[src/rtl/apb_master_queued_pkg.sv]
// Shared types for the queued APB master: FSM state encoding and the
// command FIFO entry layout helper.
package apb_master_queued_pkg;

  // Bus phase of the master
  typedef enum logic [1:0] {
    ST_IDLE   = 2'd0,
    ST_SETUP  = 2'd1,
    ST_ACCESS = 2'd2
  } apb_state_e;

  // FIFO entry layout, MSB first: {rw, addr, wdata}
  function automatic int unsigned cmd_width(input int unsigned aw, input int unsigned dw);
    return 1 + aw + dw;
  endfunction

endpackage

[src/rtl/apb_master_queued_cmd_fifo.sv]
// Synchronous command FIFO with wrapping pointers and registered full/empty.
// A write is accepted when full if a read happens in the same cycle.
// Ports: clk/rst_n; wr_en_i/wr_data_i push; rd_en_i pop;
//        head_c oldest entry (combinational read); full_o/empty_o status.
module apb_master_queued_cmd_fifo #(
  parameter int unsigned WIDTH = 17,
  parameter int unsigned DEPTH = 4
) (
  input  logic             clk,
  input  logic             rst_n,
  input  logic             wr_en_i,
  input  logic [WIDTH-1:0] wr_data_i,
  input  logic             rd_en_i,
  output logic [WIDTH-1:0] head_c,
  output logic             full_o,
  output logic             empty_o
);

  localparam int unsigned PTR_W = $clog2(DEPTH);
  localparam int unsigned CNT_W = PTR_W + 1;

  logic [WIDTH-1:0] mem_q [DEPTH];
  logic [PTR_W-1:0] wr_ptr_q, rd_ptr_q;
  logic [CNT_W-1:0] count_q, count_d;
  logic             full_q, empty_q;
  logic             wr_ok, rd_ok;

  assign rd_ok   = rd_en_i && !empty_q;
  assign wr_ok   = wr_en_i && (!full_q || rd_ok);
  assign count_d = count_q + CNT_W'(wr_ok) - CNT_W'(rd_ok);

  // Pointers, occupancy and status flags
  always_ff @(posedge clk or negedge rst_n) begin
    if (!rst_n) begin
      wr_ptr_q <= '0;
      rd_ptr_q <= '0;
      count_q  <= '0;
      full_q   <= 1'b0;
      empty_q  <= 1'b1;
    end else begin
      if (wr_ok) wr_ptr_q <= wr_ptr_q + PTR_W'(1);
      if (rd_ok) rd_ptr_q <= rd_ptr_q + PTR_W'(1);
      count_q <= count_d;
      full_q  <= (count_d == CNT_W'(DEPTH));
      empty_q <= (count_d == '0);
    end
  end

  // Storage needs no reset; occupancy tracking guards reads
  always_ff @(posedge clk) begin
    if (wr_ok) mem_q[wr_ptr_q] <= wr_data_i;
  end

  assign head_c  = mem_q[rd_ptr_q];
  assign full_o  = full_q;
  assign empty_o = empty_q;

endmodule

[src/rtl/apb_master_queued.sv]
// Queued APB master: buffers CPU requests in a command FIFO and runs them as
// SETUP/ACCESS transfers on NUM_SLAVES address-decoded slaves, with wait
// states, PSLVERR reporting, an ACCESS timeout and back-to-back transfers.
// Ports: P_clk/P_reset_n; request side start_transfer/rw/addr/wdata, busy;
//        response side valid/resp_write/rdata/err; APB side P_addr/P_wdata/
//        P_write/P_sel/P_enable out, P_rdata/P_ready/P_slverr in.
module apb_master_queued
  import apb_master_queued_pkg::*;
#(
  parameter int unsigned ADDR_width  = 8,
  parameter int unsigned DATA_width  = 8,
  parameter int unsigned NUM_SLAVES  = 4,
  parameter int unsigned FIFO_DEPTH  = 4,
  parameter int unsigned TIMEOUT_CYC = 16
) (
  input  logic                             P_clk,
  input  logic                             P_reset_n,
  input  logic                             start_transfer,
  input  logic                             rw,
  input  logic [ADDR_width-1:0]            addr,
  input  logic [DATA_width-1:0]            wdata,
  output logic                             busy,
  output logic                             valid,
  output logic                             resp_write,
  output logic [DATA_width-1:0]            rdata,
  output logic                             err,
  output logic [ADDR_width-1:0]            P_addr,
  output logic [DATA_width-1:0]            P_wdata,
  output logic                             P_write,
  output logic [NUM_SLAVES-1:0]            P_sel,
  output logic                             P_enable,
  input  logic [NUM_SLAVES*DATA_width-1:0] P_rdata,
  input  logic [NUM_SLAVES-1:0]            P_ready,
  input  logic [NUM_SLAVES-1:0]            P_slverr
);

  localparam int unsigned SEL_W = $clog2(NUM_SLAVES);
  localparam int unsigned CMD_W = cmd_width(ADDR_width, DATA_width);
  localparam int unsigned CNT_W = $clog2(TIMEOUT_CYC);

  apb_state_e              state_q, state_d;
  logic [ADDR_width-1:0]   addr_q, addr_d;
  logic [DATA_width-1:0]   wdata_q, wdata_d;
  logic                    write_q, write_d;
  logic [NUM_SLAVES-1:0]   sel_q, sel_d;
  logic                    enable_q, enable_d;
  logic [CNT_W-1:0]        cnt_q, cnt_d;
  logic                    valid_q, valid_d;
  logic                    resp_write_q, resp_write_d;
  logic [DATA_width-1:0]   rdata_q, rdata_d;
  logic                    err_q, err_d;

  logic                    fifo_push, fifo_pop, fifo_full, fifo_empty, do_load;
  logic [CMD_W-1:0]        fifo_head;
  logic                    head_write;
  logic [ADDR_width-1:0]   head_addr;
  logic [DATA_width-1:0]   head_wdata;
  logic                    ready_sel, slverr_sel;
  logic [DATA_width-1:0]   rdata_sel;

  assign fifo_push = start_transfer && !fifo_full;

  apb_master_queued_cmd_fifo #(
    .WIDTH (CMD_W),
    .DEPTH (FIFO_DEPTH)
  ) u_cmd_fifo (
    .clk       (P_clk),
    .rst_n     (P_reset_n),
    .wr_en_i   (fifo_push),
    .wr_data_i ({rw, addr, wdata}),
    .rd_en_i   (fifo_pop),
    .head_c    (fifo_head),
    .full_o    (fifo_full),
    .empty_o   (fifo_empty)
  );

  assign head_write = fifo_head[CMD_W-1];
  assign head_addr  = fifo_head[DATA_width +: ADDR_width];
  assign head_wdata = fifo_head[DATA_width-1:0];

  // Observe only the slave selected by the one-hot P_sel register
  always_comb begin : slave_mux
    ready_sel  = 1'b0;
    slverr_sel = 1'b0;
    rdata_sel  = '0;
    for (int unsigned i = 0; i < NUM_SLAVES; i++) begin
      if (sel_q[i]) begin
        ready_sel  = ready_sel  | P_ready[i];
        slverr_sel = slverr_sel | P_slverr[i];
        rdata_sel  = rdata_sel  | P_rdata[i*DATA_width +: DATA_width];
      end
    end
  end

  // Next state, bus phase and response values
  always_comb begin : next_state
    state_d      = state_q;
    addr_d       = addr_q;
    wdata_d      = wdata_q;
    write_d      = write_q;
    sel_d        = sel_q;
    enable_d     = enable_q;
    cnt_d        = cnt_q;
    valid_d      = 1'b0;
    resp_write_d = resp_write_q;
    rdata_d      = rdata_q;
    err_d        = 1'b0;
    fifo_pop     = 1'b0;
    do_load      = 1'b0;

    case (state_q)
      ST_IDLE: do_load = !fifo_empty;
      ST_SETUP: begin
        state_d  = ST_ACCESS;
        enable_d = 1'b1;
        cnt_d    = '0;
      end
      ST_ACCESS: begin
        if (ready_sel) begin
          valid_d = 1'b1;
          err_d   = slverr_sel;
          if (!write_q) rdata_d = rdata_sel;
        end else if (cnt_q == CNT_W'(TIMEOUT_CYC - 1)) begin
          valid_d = 1'b1;
          err_d   = 1'b1;
          if (!write_q) rdata_d = '0;
        end else begin
          cnt_d = cnt_q + CNT_W'(1);
        end
        if (valid_d) begin
          resp_write_d = write_q;
          // Chain straight into the next SETUP when work is queued
          if (!fifo_empty) begin
            do_load = 1'b1;
          end else begin
            state_d  = ST_IDLE;
            sel_d    = '0;
            enable_d = 1'b0;
          end
        end
      end
      default: state_d = ST_IDLE;
    endcase

    if (do_load) begin
      fifo_pop = 1'b1;
      addr_d   = head_addr;
      wdata_d  = head_wdata;
      write_d  = head_write;
      sel_d    = '0;
      sel_d[head_addr[ADDR_width-1 -: SEL_W]] = 1'b1;
      enable_d = 1'b0;
      state_d  = ST_SETUP;
    end
  end

  // State and output registers
  always_ff @(posedge P_clk or negedge P_reset_n) begin
    if (!P_reset_n) begin
      state_q      <= ST_IDLE;
      addr_q       <= '0;
      wdata_q      <= '0;
      write_q      <= 1'b0;
      sel_q        <= '0;
      enable_q     <= 1'b0;
      cnt_q        <= '0;
      valid_q      <= 1'b0;
      resp_write_q <= 1'b0;
      rdata_q      <= '0;
      err_q        <= 1'b0;
    end else begin
      state_q      <= state_d;
      addr_q       <= addr_d;
      wdata_q      <= wdata_d;
      write_q      <= write_d;
      sel_q        <= sel_d;
      enable_q     <= enable_d;
      cnt_q        <= cnt_d;
      valid_q      <= valid_d;
      resp_write_q <= resp_write_d;
      rdata_q      <= rdata_d;
      err_q        <= err_d;
    end
  end

  assign busy       = fifo_full;
  assign valid      = valid_q;
  assign resp_write = resp_write_q;
  assign rdata      = rdata_q;
  assign err        = err_q;
  assign P_addr     = addr_q;
  assign P_wdata    = wdata_q;
  assign P_write    = write_q;
  assign P_sel      = sel_q;
  assign P_enable   = enable_q;

endmodule
[config.mk]
export PLATFORM = sky130hd
export DESIGN_NAME = apb_master_queued
export DESIGN_NICKNAME = d
export VERILOG_FILES = /design/src/rtl/apb_master_queued_pkg.sv /design/src/rtl/apb_master_queued_cmd_fifo.sv /design/src/rtl/apb_master_queued.sv
export SDC_FILE = /design/constraint.sdc
export NUM_CORES = 1
export LEC_CHECK = 0
export CAP_MARGIN = 20
export CORE_MARGIN = 2
export CORE_UTILIZATION = 35
export DETAILED_ROUTE_END_ITERATION = 10
export PLACE_DENSITY = 0.7
export SETUP_SLACK_MARGIN = 0.5
export SKIP_LAST_GASP = 1
export SLEW_MARGIN = 20
export SYNTH_ARGS = -nofsm -noshare
export SYNTH_HDL_FRONTEND = slang
export SYNTH_HIERARCHICAL = 1
export SYNTH_SLANG_ARGS = --single-unit
[constraint.sdc]
create_clock -name P_clk -period 3 [get_ports P_clk]
set_input_delay 0.6 -clock P_clk [delete_from_list [all_inputs] [get_ports P_clk]]
set_output_delay 0.6 -clock P_clk [all_outputs]
set_load 0.02 [all_outputs]
==> results of run 1 <==
report_power, final:
group | internal, mW | total, mW | leakage, nW | switching [mW]
logic | 1.59 | 2.97 | 1.12 | 1.38
clock network | 1.42 | 2.08 | 0.302 | 0.660
registers | 2.20 | 2.47 | 1.21 | 0.272
timing repair:
action / in CTS / in global routing
buffers inserted: 4 / 4
pin swaps: 7 / 7
setup endpoints to repair: 3 / 3
hold endpoints to repair: 0 / 0
resized for setup: 7 / 5
area by class of cell:
class | count | share of cell area (%)
repair buffers | 119 | 16.4
clock inverters | 11 | 2.33
multi-input cells | 135 | 22.9
well taps | 180 | 3.31
flip-flops and latches | 116 | 47.6
inverters | 13 | 0.716
clock buffers | 21 | 6.76
stage by stage:
| stage | hold WS, ps | std cells |
|---|---|---|
| floorplan | 304 | 276 |
| global placement | 472 | 555 |
| detailed placement | 473 | 555 |
| CTS | 330 | 591 |
| global route | 365 | 595 |
| finish | 301 | 595 |
path summary, 6_finish.rpt:
path | end | slack (ps) | cells past startpoint
setup / recovery | u_cmd_fifo/full_o$_DFF_PN0_ | 410 | 13
hold / removal | P_addr[6]$_DFFE_PN0P_ | 300 | 2
setup reg to reg | u_cmd_fifo/full_o$_DFF_PN0_ | 430 | 12
hold reg to reg | rdata[4]$_DFFE_PN0P_ | 480 | 1
max in group asynchronous | cnt_q[0]$_DFFE_PN0P_ | 2240 | 2
min in group P_clk | rdata[4]$_DFFE_PN0P_ | 480 | 1
kinds of logic (layout without fill, tap and decap cells):
kind of cell    count (synthesis)  in the layout  share of synthesized area (%)
mux                            36             36                           13.7
buf+inv                        25            164                           2.88
fa+ha+maj                       9              9                           2.42
xor+xnor                        5              5                          0.901
flops                         116            116                           66.8
simple gates                   38             38                           4.66
compound gates                 47             47                           8.68
sequential cells by signal (all words and copies together), names as in the netlist, 2 cells and up:
signal               flops
u_cmd_fifo/count_q       3
rdata                    8
u_cmd_fifo/wr_ptr_q      2
P_sel                    4
cnt_q                    4
P_wdata                  8
state_q                  2
P_addr                   8
u_cmd_fifo/rd_ptr_q      2
u_cmd_fifo/mem_q        68
critical path, cell delays in order:
cell and delay, ps:
dlygate4sd2_1 260, a22oi_4 240, nand4_4 120, and2_4 170, nand2b_4 80, inv_1 80, ha_4 270, inv_2 40
ha_4 140, fa_2 350, xnor2_2 160, xnor2_2 210, nor3b_2 180
layer usage:
metal	vias to the layer above	track usage, %	part of all wire, %
li1	1346	-	-
met4	0	4.81	0.77
met5	-	0	0
met3	5	5.20	8.4
met1	1456	16.2	41
met2	117	24.2	50
synthesized netlist by cell type, drive strengths merged:
| master | instances |
|---|---|
| o32ai | 1 |
| a221oi | 10 |
| dfstp | 1 |
| a31oi | 2 |
| edfxtp | 68 |
| dfrtp | 47 |
| a21oi | 3 |
| mux4 | 17 |
| ha | 7 |
| o21a | 2 |
| fa | 1 |
| and2 | 7 |
| a21boi | 2 |
| o2bb2ai | 8 |
| nand3 | 3 |
| inv | 13 |
| clkbuf | 5 |
| a32o | 2 |
| nor2b | 2 |
| buf | 7 |
| a211o | 2 |
| a2bb2oi | 1 |
| nand2b | 3 |
| maj3 | 1 |
| nor3 | 2 |
| nor2 | 6 |
| nor4 | 3 |
| a22oi | 2 |
| mux2 | 19 |
| nand3b | 1 |
| nand2 | 8 |
| o22ai | 1 |
| a221o | 1 |
| nand4 | 1 |
| nor4b | 1 |
| o311a | 1 |
| nor3b | 1 |
| a22o | 9 |
| xnor2 | 5 |
==> run summary, run 1 <==
Number of global-route vias before repair: 2,980
DRT antenna net count: 0
Post-synth top area share: 42.0%
Critical Path AT: 2910 ps
Hold WC Path Type: in2async
Register area: 0.00325 mm^2
Cells after Synth: 276
Clk slew on worst S/H paths: 50 ps
Layout cells sized above 1: 24.3%
Leading cell type in the layout, fill and taps excluded: clkdlybuf4s50_1
Setup violators final: 0
Crit path launch: P_ready[0]
Vias: 2,924
Peak Freq: 387 MHz
CTS tree: built
Synth area leader: edfxtp_1
#FFs+latches synth: 116
Clk root buf: clkbuf_16
Synthesized net count: 344
First drt pass iteration count: 4
Placed inst area: 0.00609 mm^2
Max_cap viols: 0
Most frequent cells in the layout: clkdlybuf4s50_1 (88), edfxtp_1 (68), dfrtp_1 (46)
Post-route cell area: 0.00681 mm^2
FP Rows: 43
Worst slew pin tran: 645 ps
Setup Skew: 13.0 ps
Hold Buf Count CTS: 0
Initial DRC count: 141
Worst IR drop on VDD: 0.000379 V
CP Launch Type: input pin
Synth warn: 6
Crit Path Class: in2reg
Worst rel slew slack: 57.0%
Num CTS Buffers: 17
Multi-input logic area: 0.00156 mm^2
Synth Area per Inst: 17.6 um^2
Effective utilization at floorplan: 35.4%
# diodes: 0
Final Power: 7.53 mW
Total congestion overflow: 0
Area delta synth->final: 40.3%
Clock sink total: 116
DRC viols: 0
Final slew viol count: 0
Unrepaired setup endpoints after global routing: yes
Reg2reg start: P_sel[0]$_DFFE_PN0P_
Final nets: 470
Crit Path Max Fanout: 5
Final GP Congestion: 0.794
Largest net degree at the start of global routing: 49
H-Tree Depth: 4
Fin. Hold Viols: 0
DIE AREA: 0.0148 mm^2
Number of library cell types mapped by synthesis: 47
Global-route wire length before repair: 15,500 um
HPWL Detailed: 6620 um
PwrDens: 1100 mW/mm^2
Total GRT Usage: 14.1%
Placement Setup Slack: -222 ps
Tmin final: 2590 ps
Num ports: 94
Fin crit share: 86.2%
Util after Layout: 49.7%
Buffers added on ports: 93
Die Ht: 122 um
Core ar.: 0.0137 mm^2
Die width: 122 um
Longest Clk Path Bufs: 2
Seq/Total Area, Yosys: 66.8%
Fillers: 1,145
Initial antenna violation count: 0
Post-DR vias/cell: 4.91
Setup TNS: 0 ps
Synthesized area: 0.00486 mm^2
Total routed wirelength: 10,100 um
Clk_lat worst skew: 400 ps
Critical path endpoint category: flop
Area contributors post-synth: edfxtp_1 (42%), dfrtp_1 (24%), mux4_1 (4.9%), mux4_2 (3.7%), mux2_4 (2.8%)
WL/cell: 16.9 um
Leakage: 2.63 nW
Status: complete, no violations
Final WS setup: 415 ps
Worst path required time: 3330 ps
Note: power is estimated with default switching activity, not from simulation.
==> run 2, diff against run 1 <==
Settings changed: ABC_CLOCK_PERIOD_IN_PS set to 3000.
==> results of run 2 <==
No change in the layout: final DEF, timing and power equal those of run 1.
==> run 3, diff against run 2 <==
Settings changed: CORE_ASPECT_RATIO set to 0.7, GPL_TIMING_DRIVEN set to 0.
==> run 3 against run 2 <==
  * Sequential share of layout area decreased by 0.43 points
  * Power increased by 3.1%
  * Clock skew decreased by 5.8 ps
  * Critical endpoint is now u_cmd_fifo/empty_o$_DFF_PN1_
  * Worst setup slack got worse by 200 ps
  * First-iteration DRC count increased by 7.1%
  * Hold slack got worse by 80 ps
  * Register-to-register slack got worse by 210 ps
  * Global-route usage increased by 1.4 points
  * Via count increased by 1.4%
  * Routed wire length increased by 7.2%
==> run summary, run 3 (same netlist as run 1, synthesis figures left out) <==
Status: complete, no violations
PwrDens: 1130 mW/mm^2 (+2.1%)
Leading cell type in the layout, fill and taps excluded: clkdlybuf4s50_1
Vias: 2,965 (+1.4%)
Max_cap viols: 0 (unchanged)
Crit Path Max Fanout: 3 (-2)
Setup TNS: 0 ps (unchanged)
Total congestion overflow: 0 (unchanged)
Multi-input logic area: 0.00154 mm^2 (-1.1%)
Total GRT Usage: 15.5% (+1.4 points)
Die width: 145 um (+19%)
Setup Skew: 7.20 ps (-5.81 ps)
Leakage: 2.64 nW (+0.54%)
Initial antenna violation count: 0 (unchanged)
Largest register FFs: 68 (unchanged)
Most flops, register: u_cmd_fifo/mem_q
Clock sink total: 116 (unchanged)
Num CTS Buffers: 17 (unchanged)
Core ar.: 0.0134 mm^2 (-2.6%)
Seq pwr share: 31.2% (-1.6 points)
Worst IR drop on VDD: 0.000532 V (+40%)
Total routed wirelength: 10,800 um (+7.2%)
Worst path required time: 3330 ps (about the same)
DRT antenna net count: 0 (unchanged)
CTS tree: built
Global-route wire length before repair: 16,800 um (+8.1%)
DIE AREA: 0.0149 mm^2 (about the same)
Effective utilization at floorplan: 36.4% (+0.96 points)
WL/cell: 17.9 um (+5.8%)
Initial DRC count: 151 (+7.1%)
Number of global-route vias before repair: 3,140 (+5.4%)
Clk_lat worst skew: 400 ps (about the same)
CP Launch Type: input pin
Layout cells sized above 1: 24.9% (+0.54 points)
Util after Layout: 51.5% (+1.8 points)
H-Tree Depth: 4 (unchanged)
Critical path endpoint category: flop
Largest net degree at the start of global routing: 49 (unchanged)
Clk root buf: clkbuf_16
Peak Freq: 359 MHz (-7.1%)
Worst slew pin tran: 648 ps (+3.25 ps)
Int Pwr: 5.36 mW (+2.9%)
FP Rows: 35 (-19%)
Clk slew on worst S/H paths: 50 ps (about the same)
Die Ht: 103 um (-16%)
Combinational power share: 40.6% (+1.1 points)
Most frequent cells in the layout: clkdlybuf4s50_1 (88), edfxtp_1 (68), dfrtp_1 (45)
Post-DR vias/cell: 4.92 (about the same)
Buffers added on ports: 93 (unchanged)
P_sw: 2.40 mW (+3.6%)
Final nets: 474 (+0.85%)
Hold Buf Count CTS: 0 (unchanged)
Fin crit share: 92.8% (+6.6 points)
Crit Path Class: in2reg
Final Power: 7.76 mW (+3.1%)
Longest Clk Path Bufs: 2 (unchanged)
Placement Setup Slack: -746 ps (-524 ps)
Clock power share: 28.2% (+0.5 points)
# diodes: 0 (unchanged)
Tmin final: 2780 ps (+199 ps)
Num ports: 94 (unchanged)
Fillers: 1,084 (-5.3%)
Worst rel slew slack: 56.8% (-0.22 points)
DRC viols: 0 (unchanged)
Area delta synth->final: 41.6%
Setup violators final: 0 (unchanged)
Final slew viol count: 0 (unchanged)
Hold WC Path Type: in2async
Switch share: 30.9% (+0.15 points)
HPWL Detailed: 6950 um (+5.0%)
Final WS setup: 216 ps (-199 ps)
Unrepaired setup endpoints after global routing: yes
Register area: 0.00325 mm^2 (about the same)
First drt pass iteration count: 5 (+1)
Critical Path AT: 3110 ps (+200 ps)
Final GP Congestion: 0.798 (+0.40%)
Fin. Hold Viols: 0 (unchanged)
-- run 3: what timing repair did --
action | CTS | global route
resized for setup | 16 | 1
hold endpoints to repair | 0 | 0
pin swaps | 9 | 7
setup buffers | 13 | 5
endpoints found under the setup margin | 73 | 4
-- run 3: worst paths after layout --
kind                       depth (start not counted)  slack [ps]                            to                  from
hold reg to reg                                    1         490          rdata[5]$_DFFE_PN0P_  rdata[5]$_DFFE_PN0P_
max in group asynchronous                          1        2320          P_sel[0]$_DFFE_PN0P_             P_reset_n
hold / removal                                     1         220        P_wdata[5]$_DFFE_PN0P_             P_reset_n
setup reg to reg                                  15         220  u_cmd_fifo/empty_o$_DFF_PN1_  P_sel[0]$_DFFE_PN0P_
min in group P_clk                                 1         490          rdata[5]$_DFFE_PN0P_  rdata[5]$_DFFE_PN0P_
setup / recovery                                  16         220  u_cmd_fifo/empty_o$_DFF_PN1_            P_ready[2]
-- run 3: routing by layer --
layer	up-vias	wire, um	GRT usage (%)
met4	0	172	5.90
met1	1497	4760	19.5
li1	1356	-	-
met5	-	0	0
met3	17	585	5.25
met2	95	5260	25.0
-- run 3: cell type report --
type / instances / share of cell area (%)
clock buffer: 18 / 6.38
timing repair buffer: 111 / 15.4
inverter: 13 / 0.709
multi-input combinational: 135 / 22.4
sequential: 116 / 47.2
tap: 185 / 3.36
clock inverter: 13 / 3.00
buffer: 12 / 1.53
-- run 3: critical path: stages --
cell           delay [ps]
dlygate4sd2_1         260
a22oi_4               210
nand4_4               140
and2_4                170
buf_12                120
buf_12                110
nand2b_4               80
inv_2                  40
ha_1                  260
inv_1                  40
ha_2                  160
fa_2                  350
xnor2_2               210
xnor2_2               110
buf_4                 140
nor3_2                100
-- run 3: metrics by stage --
step	hold WS [ps]	instance area, um^2	std cells
2_1_floorplan	304	4900	276
3_3_place_gp	473	6070	554
3_5_place_dp	474	6060	554
4_1_cts	250	6840	598
5_1_grt	263	6880	603
6_report	222	6880	603
-- run 3: power groups by stage --
| stage | Clock (mW) | Combinational, mW | Sequential, mW |
|---|---|---|---|
| after floorplan | 0 | 1.70 | 2.66 |
| after global placement | 0 | 2.83 | 2.44 |
| after detailed placement | 0 | 2.89 | 2.46 |
| after CTS | 2.22 | 3.13 | 2.43 |
| after global routing | 2.30 | 3.41 | 2.48 |
| final | 2.18 | 3.15 | 2.42 |
